## config.mk

```make
export PLATFORM = sky130hd
export DESIGN_NAME = pc_sequencer
export DESIGN_NICKNAME = d
export VERILOG_FILES = /design/src/rtl/pc_sequencer.sv
export SDC_FILE = /design/constraint.sdc
export NUM_CORES = 1
export LEC_CHECK = 0
export CAP_MARGIN = 20
export CORE_ASPECT_RATIO = 0.75
export CORE_MARGIN = 4
export CORE_UTILIZATION = 47
export CTS_CLUSTER_DIAMETER = 40
export DETAILED_ROUTE_END_ITERATION = 10
export PLACE_DENSITY = 0.83
export RECOVER_POWER = 100
export SYNTH_ARGS = -nofsm -noshare
export SYNTH_HDL_FRONTEND = slang
export SYNTH_SLANG_ARGS = --single-unit
```

## constraint.sdc

```tcl
create_clock -name clk -period 3.62 [get_ports clk]
set_input_delay 0.362 -clock clk [delete_from_list [all_inputs] [get_ports clk]]
set_output_delay 0.362 -clock clk [all_outputs]
set_load 0.005 [all_outputs]
```

## src/rtl/pc_sequencer.sv

```systemverilog
// Program-counter sequencer: PC register, next-PC select, stall, boot bubble and flush pulse.
// Optional return-address stack enabled by defining PC_SEQ_RAS_EN.
module pc_sequencer #(
  parameter int unsigned     PC_W      = 32,
  parameter int unsigned     INC       = 4,
  parameter int unsigned     IMM_SHIFT = 2,
  parameter logic [PC_W-1:0] RESET_VEC = '0,
  parameter int unsigned     RAS_DEPTH = 4
) (
  input  logic            clk,
  input  logic            rst,
  input  logic            stall,
  input  logic            branch,
  input  logic            zero,
  input  logic [15:0]     branch_imm,
  input  logic            jump,
  input  logic [25:0]     jump_target,
  input  logic            jr,
  input  logic [PC_W-1:0] jr_addr,
  input  logic            call,
  input  logic            ret,
  output logic [PC_W-1:0] pc,
  output logic [PC_W-1:0] pc_plus,
  output logic            valid,
  output logic            flush,
  output logic            ras_miss
);

  localparam logic [1:0] StBoot = 2'd0;
  localparam logic [1:0] StRun  = 2'd1;
  localparam logic [1:0] StHold = 2'd2;

  localparam int unsigned JW = 26 + IMM_SHIFT;

  logic [1:0]      state_q, state_d;
  logic [PC_W-1:0] pc_q, pc_d;
  logic            valid_q, valid_d;
  logic            flush_q, flush_d;
  logic            ras_miss_q, ras_miss_d;

  logic            advance;
  logic            taken;
  logic            redirect;
  logic [PC_W-1:0] br_off;
  logic [PC_W-1:0] branch_pc;
  logic [JW-1:0]   jt_full;
  logic [PC_W-1:0] jump_pc;
  logic [PC_W-1:0] jr_target;
  logic            pop_miss;
  logic [PC_W-1:0] next_pc;

  assign pc_plus   = pc_q + PC_W'(INC);
  assign advance   = ((state_q == StRun) || (state_q == StHold)) && !stall;
  assign taken     = branch & zero;
  assign redirect  = jr | jump | taken;
  assign br_off    = PC_W'($signed(branch_imm)) << IMM_SHIFT;
  assign branch_pc = pc_plus + br_off;
  assign jt_full   = JW'(jump_target) << IMM_SHIFT;

  // Upper PC bits come from pc_plus only when the PC is wider than the jump field.
  if (PC_W > JW) begin : g_jump_wide
    assign jump_pc = {pc_plus[PC_W-1:JW], jt_full};
  end else begin : g_jump_narrow
    assign jump_pc = jt_full[PC_W-1:0];
  end

`ifdef PC_SEQ_RAS_EN
  localparam int unsigned   SPW     = (RAS_DEPTH > 1) ? $clog2(RAS_DEPTH) : 1;
  localparam logic [SPW-1:0] SP_ONE  = SPW'(1);
  localparam logic [SPW:0]   CNT_ONE = (SPW + 1)'(1);
  localparam logic [SPW:0]   CNT_MAX = (SPW + 1)'(RAS_DEPTH);

  logic [PC_W-1:0] ras_q [RAS_DEPTH];
  logic [SPW-1:0]  sp_q;
  logic [SPW:0]    cnt_q;
  logic [SPW-1:0]  top_idx;
  logic            ras_empty;
  logic            push;
  logic            pop;
  logic            pop_hit;

  assign top_idx   = sp_q - SP_ONE;
  assign ras_empty = (cnt_q == '0);
  assign push      = advance & jump & call;
  assign pop       = advance & jr & ret;
  assign pop_hit   = pop & !ras_empty;
  assign pop_miss  = pop & ras_empty;
  assign jr_target = pop_hit ? ras_q[top_idx] : jr_addr;

  // sp_q points at the next free slot; when full that slot holds the oldest entry.
  always_ff @(posedge clk) begin
    if (rst) begin
      sp_q  <= '0;
      cnt_q <= '0;
    end else if (pop_hit && push) begin
      ras_q[top_idx] <= pc_plus;
    end else if (pop_hit) begin
      sp_q  <= top_idx;
      cnt_q <= cnt_q - CNT_ONE;
    end else if (push) begin
      ras_q[sp_q] <= pc_plus;
      sp_q        <= sp_q + SP_ONE;
      if (cnt_q != CNT_MAX) cnt_q <= cnt_q + CNT_ONE;
    end
  end
`else
  logic unused_ras;
  assign unused_ras = call ^ ret ^ (RAS_DEPTH == 0);
  assign pop_miss   = 1'b0;
  assign jr_target  = jr_addr;
`endif

  always_comb begin
    next_pc = pc_plus;
    if (jr)         next_pc = jr_target;
    else if (jump)  next_pc = jump_pc;
    else if (taken) next_pc = branch_pc;
  end

  always_comb begin
    state_d    = state_q;
    pc_d       = pc_q;
    valid_d    = valid_q;
    flush_d    = 1'b0;
    ras_miss_d = 1'b0;
    if (state_q == StBoot) begin
      state_d = StRun;
      valid_d = 1'b1;
    end else begin
      valid_d = 1'b1;
      if (stall) begin
        state_d = StHold;
      end else begin
        state_d    = StRun;
        pc_d       = next_pc;
        flush_d    = redirect;
        ras_miss_d = pop_miss;
      end
    end
  end

  always_ff @(posedge clk) begin
    if (rst) begin
      state_q    <= StBoot;
      pc_q       <= RESET_VEC;
      valid_q    <= 1'b0;
      flush_q    <= 1'b0;
      ras_miss_q <= 1'b0;
    end else begin
      state_q    <= state_d;
      pc_q       <= pc_d;
      valid_q    <= valid_d;
      flush_q    <= flush_d;
      ras_miss_q <= ras_miss_d;
    end
  end

  assign pc       = pc_q;
  assign valid    = valid_q;
  assign flush    = flush_q;
  assign ras_miss = ras_miss_q;

endmodule

```

# Word level (Yosys, flattened, before mapping)
# Cells that the tools add are included.
# Widths: inputs -> output; s select.
[totals]
reg_bits = 36
input_bits = 83
output_inout_bits = 67
word_cells = 22
[classes]
n_addsub = 2
muxes = 6
bitwise = 5
reduce_logical = 4
[op_table]
columns = ["operator", "count"]
rows = [
  ["$mux 32", 3],
  ["$add 32x3->32 const B", 1],
  ["$add 32x32->32", 1],
  ["$reduce_or 3->1", 1],
  ["$logic_not 2->1", 1],
  ["$mux 1", 2],
  ["$mux 2", 1],
  ["$not 1->1", 2],
  ["$or 1x1->1", 2],
  ["$reduce_and 2->1", 1],
  ["$reduce_or 2->1", 1],
  ["$and 1x1->1", 1],
]

# Longest topological paths before layout
[logic_depth]
word_depth = 5
ltp_mapped = 16
mapped_depth_nobuf = 15

# Least setup slack after synthesis
# OpenSTA, ideal clock, no wires.
[synth_timing]
kind = "register to register"
from = "register pc_q[2], in the netlist pc[2]"
to = "register pc_q[21], in the netlist pc[21]"
setup_time_ns = 0.078
arrival_time_ns = 3.422
required_ns = 3.542
path_slack_ns = 0.120
path_stages_with_launch = 17
path_buffers = 1
period_less_slack_ns = 3.500
path_cell_list = "dfxtp_1 ha_1 nand4_1 nor3_1 nand4_1 xnor2_1 ha_1 clkbuf_1 a21oi_1 nor2b_1 o21ai_0 o31ai_1 a211oi_1 xor2_1 a2111oi_0 a211oi_1 nor3_1"
[synth_between]
elab_chain_cells = 5
[synth_lines]
columns = ["item", "line_no", "source"]
rows = [
  ["start, declared", "36", "logic [PC_W-1:0] pc_q, pc_d;"],
  ["start signal, assigned", "151", "pc_q <= pc_d;"],
  ["$add 32x3->32", "52", "assign pc_plus = pc_q + PC_W'(INC);"],
  ["net pc_plus[18]", "23", "output logic [PC_W-1:0] pc_plus,"],
  ["$add 32x32->32", "57", "assign branch_pc = pc_plus + br_off;"],
  ["$mux 32", "117", "else if (taken) next_pc = branch_pc;"],
  ["$mux 32", "116", "else if (jump) next_pc = jump_pc;"],
  ["$mux 32", "115", "if (jr) next_pc = jr_target;"],
]
# The timed path passes the listed nets, and every way through them passes these cells.
# A chain may end at the register's enable or synchronous reset.

# Final worst setup path
[layout_timing]
from = "register pc_q[10], in the netlist pc[10]"
to = "register pc_q[30], in the netlist pc[30]"
[layout_between]
elab_chain_cells = 5
[layout_lines]
columns = ["item", "line_no"]
rows = [
  ["$add 32x3->32 (*)", "52"],
  ["$add 32x32->32", "57"],
  ["$mux 32", "117"],
  ["$mux 32 (*)", "116"],
  ["$mux 32 (*)", "115"],
]
# Mark *: on every way between the ends. The rest lies on a longest branch, timed or not.

==> summary.md <==
| Metric | Value |
|---|---|
| Vias | `between 5k and 6k` |
| Post-Place Worst Slack | `-0.175 ns` |
| CP top delay family | `simple AND/OR/NAND/NOR gates` |
| Area contributors post-synth | `dfxtp_1 17%, ha_1 11%, a21oi_1 7.6%` |
| Final setup fails | `1` |
| Fmax | `275 MHz` |
| CTS Buffer Depth | `2` |
| Most frequent cells in the layout | `131 x clkdlybuf4s50_1, 102 x buf_4, 64 x nand2_1` |
| Clk Latency, worst-skew pair | `0.28 ns` |
| Distinct cells, synth | `62` |
| Core ar. | `~0.0086 sq mm` |
| Die Y-Extent | `90.3 um` |
| VDD IR max | `0.288 mV` |
| Hold slack | `slightly below 0.5 ns` |
| Status | `finished, violations left` |
| HPWL after DPL | `around 15,000 um` |
| Dominant cell type by area after synthesis | `dfxtp_1` |
| CTS tree | `yes` |
| Clock Sink Count | `36` |
| Max Transition Viols Final | `0` |
| Global placer's final weighted congestion | `around 0.95` |
| Seq/Total Area, Yosys | `0.170` |
| Yosys warns | `0` |
| Cell count after synthesis | `607` |
| Post-layout min period | `3.64 ns` |
| Final cell count without fillers | `938` |
| Async set-reset flop share out of synthesis | `0` |
| Post-synthesis register bit count | `36` |
| Layout area overhead | `63.9%` |
| Final hold viol count | `0` |
| Fin util | `0.805` |
| CP Max Fanout | `4` |
| Total die area | `about 0.011 sq mm` |
| PortBufs | `146` |
| Hold WC Path Type | `register to register` |
| Crit-path most repeated cell | `buf_4` |
| Chip Width | `118 um` |
| Syn avg cell area | `6.99 sq um` |
| Row cnt | `29` |
| Crit path DAT | `3.82 ns` |
| ANT nets after route | `0` |
| Syn_nets | `727` |
| Crit. End Element | `register` |
| DR pass1 iterations | `6` |
| DRC | `0` |
| Total track usage | `0.345` |
| Vias/cell | `6.39` |
| Slowest cell on crit path | `mux2_2` |
| Relative slew margins | `0.654` |
| Failing checks | `negative setup slack` |
| Num ports | `150` |
| Req. time, crit path | `between 3 and 4 ns` |
| LEAKAGE | `0.00294 uW` |
| Cts hold-fix bufs | `0` |
| Worst Skew | `0.00232 ns` |
| Vias in the first global route | `5,413` |
| Final Worst Setup Slack | `-0.0175 ns` |
| Worst-margin pin slew | `0.515 ns` |
| N_diodes | `0` |
| Share of post-route cells with drive strength above 1 | `0.210` |
| Clock Pin Slew Worst Setup and Hold Paths | `0.06 ns` |
| Area of the mapped netlist | `0.00424 sq mm` |
| Clock buffer count from CTS | `5` |
| Commonest non-fill, non-tap cell in the layout | `clkdlybuf4s50_1` |
| First-pass GRT wire length | `29,500 um` |
| Nets | `949` |
| CP Launch Type | `register` |
| Routed Wire Length | `20,000 um` |
| Synth Flop Type | `dfxtp_1` |
| Total grt overflow | `0` |
| Cell area power density | `274 mW/mm^2` |
| CP Buf/Inv Count | `3` |
| CP cell instances | `and4_4 -> nand2_1 -> nor3_4 -> buf_4 -> nand3_1 -> xnor2_2 -> buf_4 -> ha_1 -> nand2_1 -> nor2_1 -> o2bb2ai_1 -> a211oi_2 -> buf_4 -> nor4_2 -> mux2_2 -> o21ai_0` |
| Antenna violations before repair | `0` |
| H-tree levels | `2` |
| Post-DR wirelength/cell | `21.4 um` |
| Placed cell count | `928` |
| DR iter-0 viols | `944` |
| Unrepaired setup endpoints after global routing | `true` |
| Root buf cell | `clkbuf_16` |
| MaxCap Viol Count | `0` |
| Max stage delay on crit path | `0.40 ns` |
| Critical path class | `register to register` |
| Number of synthesized flops with an enable pin | `0` |
| Initial Util | `0.491` |
| Largest net degree at the start of global routing | `35` |
| Synth top area share | `0.170` |
| Period utilization | `1.00` |
==> worst paths after layout <==
kind / startpoint / to / slack [ns] / cells after the start
hold reg to reg: pc[0] / pc[0] / 0.49 / 2
setup / recovery: pc[10] / pc[30] / -0.02 / 16
setup reg to reg: pc[10] / pc[30] / -0.02 / 16
hold / removal: pc[0] / pc[0] / 0.49 / 2
==> sequential cells by signal, indices dropped and copies added, names as in the netlist <==
| name | count |
|---|---|
| pc | 32 |
| state_q | 2 |
| flush | 1 |
| valid | 1 |
==> area by class of cell <==
type / instances / area [sq um]
Sequential cell: 36 / 724
Multi-Input combinational cell: 521 / 3620
Clock inverter: 3 / 42.5
Clock buffer: 5 / 125
Inverter: 16 / 60.1
Timing Repair Buffer: 249 / 2250
Fill cell: 585 / 1690
Tap cell: 108 / 135
==> cell families (layout without fill, tap and decap cells) <==
group / count (synthesis) / after routing / share of synthesized area
compound gates: 210 / 210 / 0.309
xor+xnor: 46 / 46 / 0.0968
fa+ha+maj: 37 / 37 / 0.111
buf+inv: 50 / 273 / 0.0472
flops: 36 / 36 / 0.170
mux: 6 / 6 / 0.0150
other cells: 1 / 1 / 0.000884
simple gates: 221 / 221 / 0.250
==> Yosys cell counts, drive strengths merged, types with 3 or more instances <==
cell type  number
nor4            5
o311ai          4
o21a            9
nor3           20
and3           10
xor2           13
a21oi          64
a311oi          4
ha             36
nand2          64
nand2b          3
nand4          15
xnor2          33
nand3          27
o22ai           3
and4            4
inv            15
clkbuf         27
o211a           3
nor2           57
and2            5
a31oi          13
a2111oi         3
o21bai          4
a21o           10
a211oi         13
mux2            3
nor2b           4
buf             7
o21ai          54
o211ai          6
mux2i           3
dfxtp          36
==> metrics by stage <==
stage	total power [uW]	area, sq um	setup TNS [ns]
2_1_floorplan	861	4240	0
3_3_place_gp	1300	6470	-0.0981
3_5_place_dp	1320	6470	-0.295
4_1_cts	1830	6690	0
5_1_grt	1980	6950	-0.446
6_report	1900	6950	-0.0175
==> power by group <==
| part | switching (uW) | internal, uW |
|---|---|---|
| clock | 180 | 324 |
| sequential | 35.9 | 425 |
| combinational | 477 | 463 |
==> routing by layer <==
layer | vias up | routed length [um] | track usage
met5 | - | 0 | 0
met4 | 0 | 413 | 0.0859
met3 | 42 | 2670 | 0.101
met2 | 445 | 8430 | 0.490
met1 | 2809 | 8530 | 0.506
li1 | 2696 | - | -
==> repair_timing <==
item	in CTS	in global routing
pin swaps	2	17
setup buffers	0	2
resized for setup	14	53
setup endpoints to repair	10	13
hold endpoints to repair	0	0
==> tightest hold or removal path: cells and delay by family (launching register included) <==
family | cells | cell delay [ns]
AO/OA/AOI/OAI | 2 | 0.13
flip-flops | 1 | 0.31
Note: power is estimated with default switching activity, not from simulation.
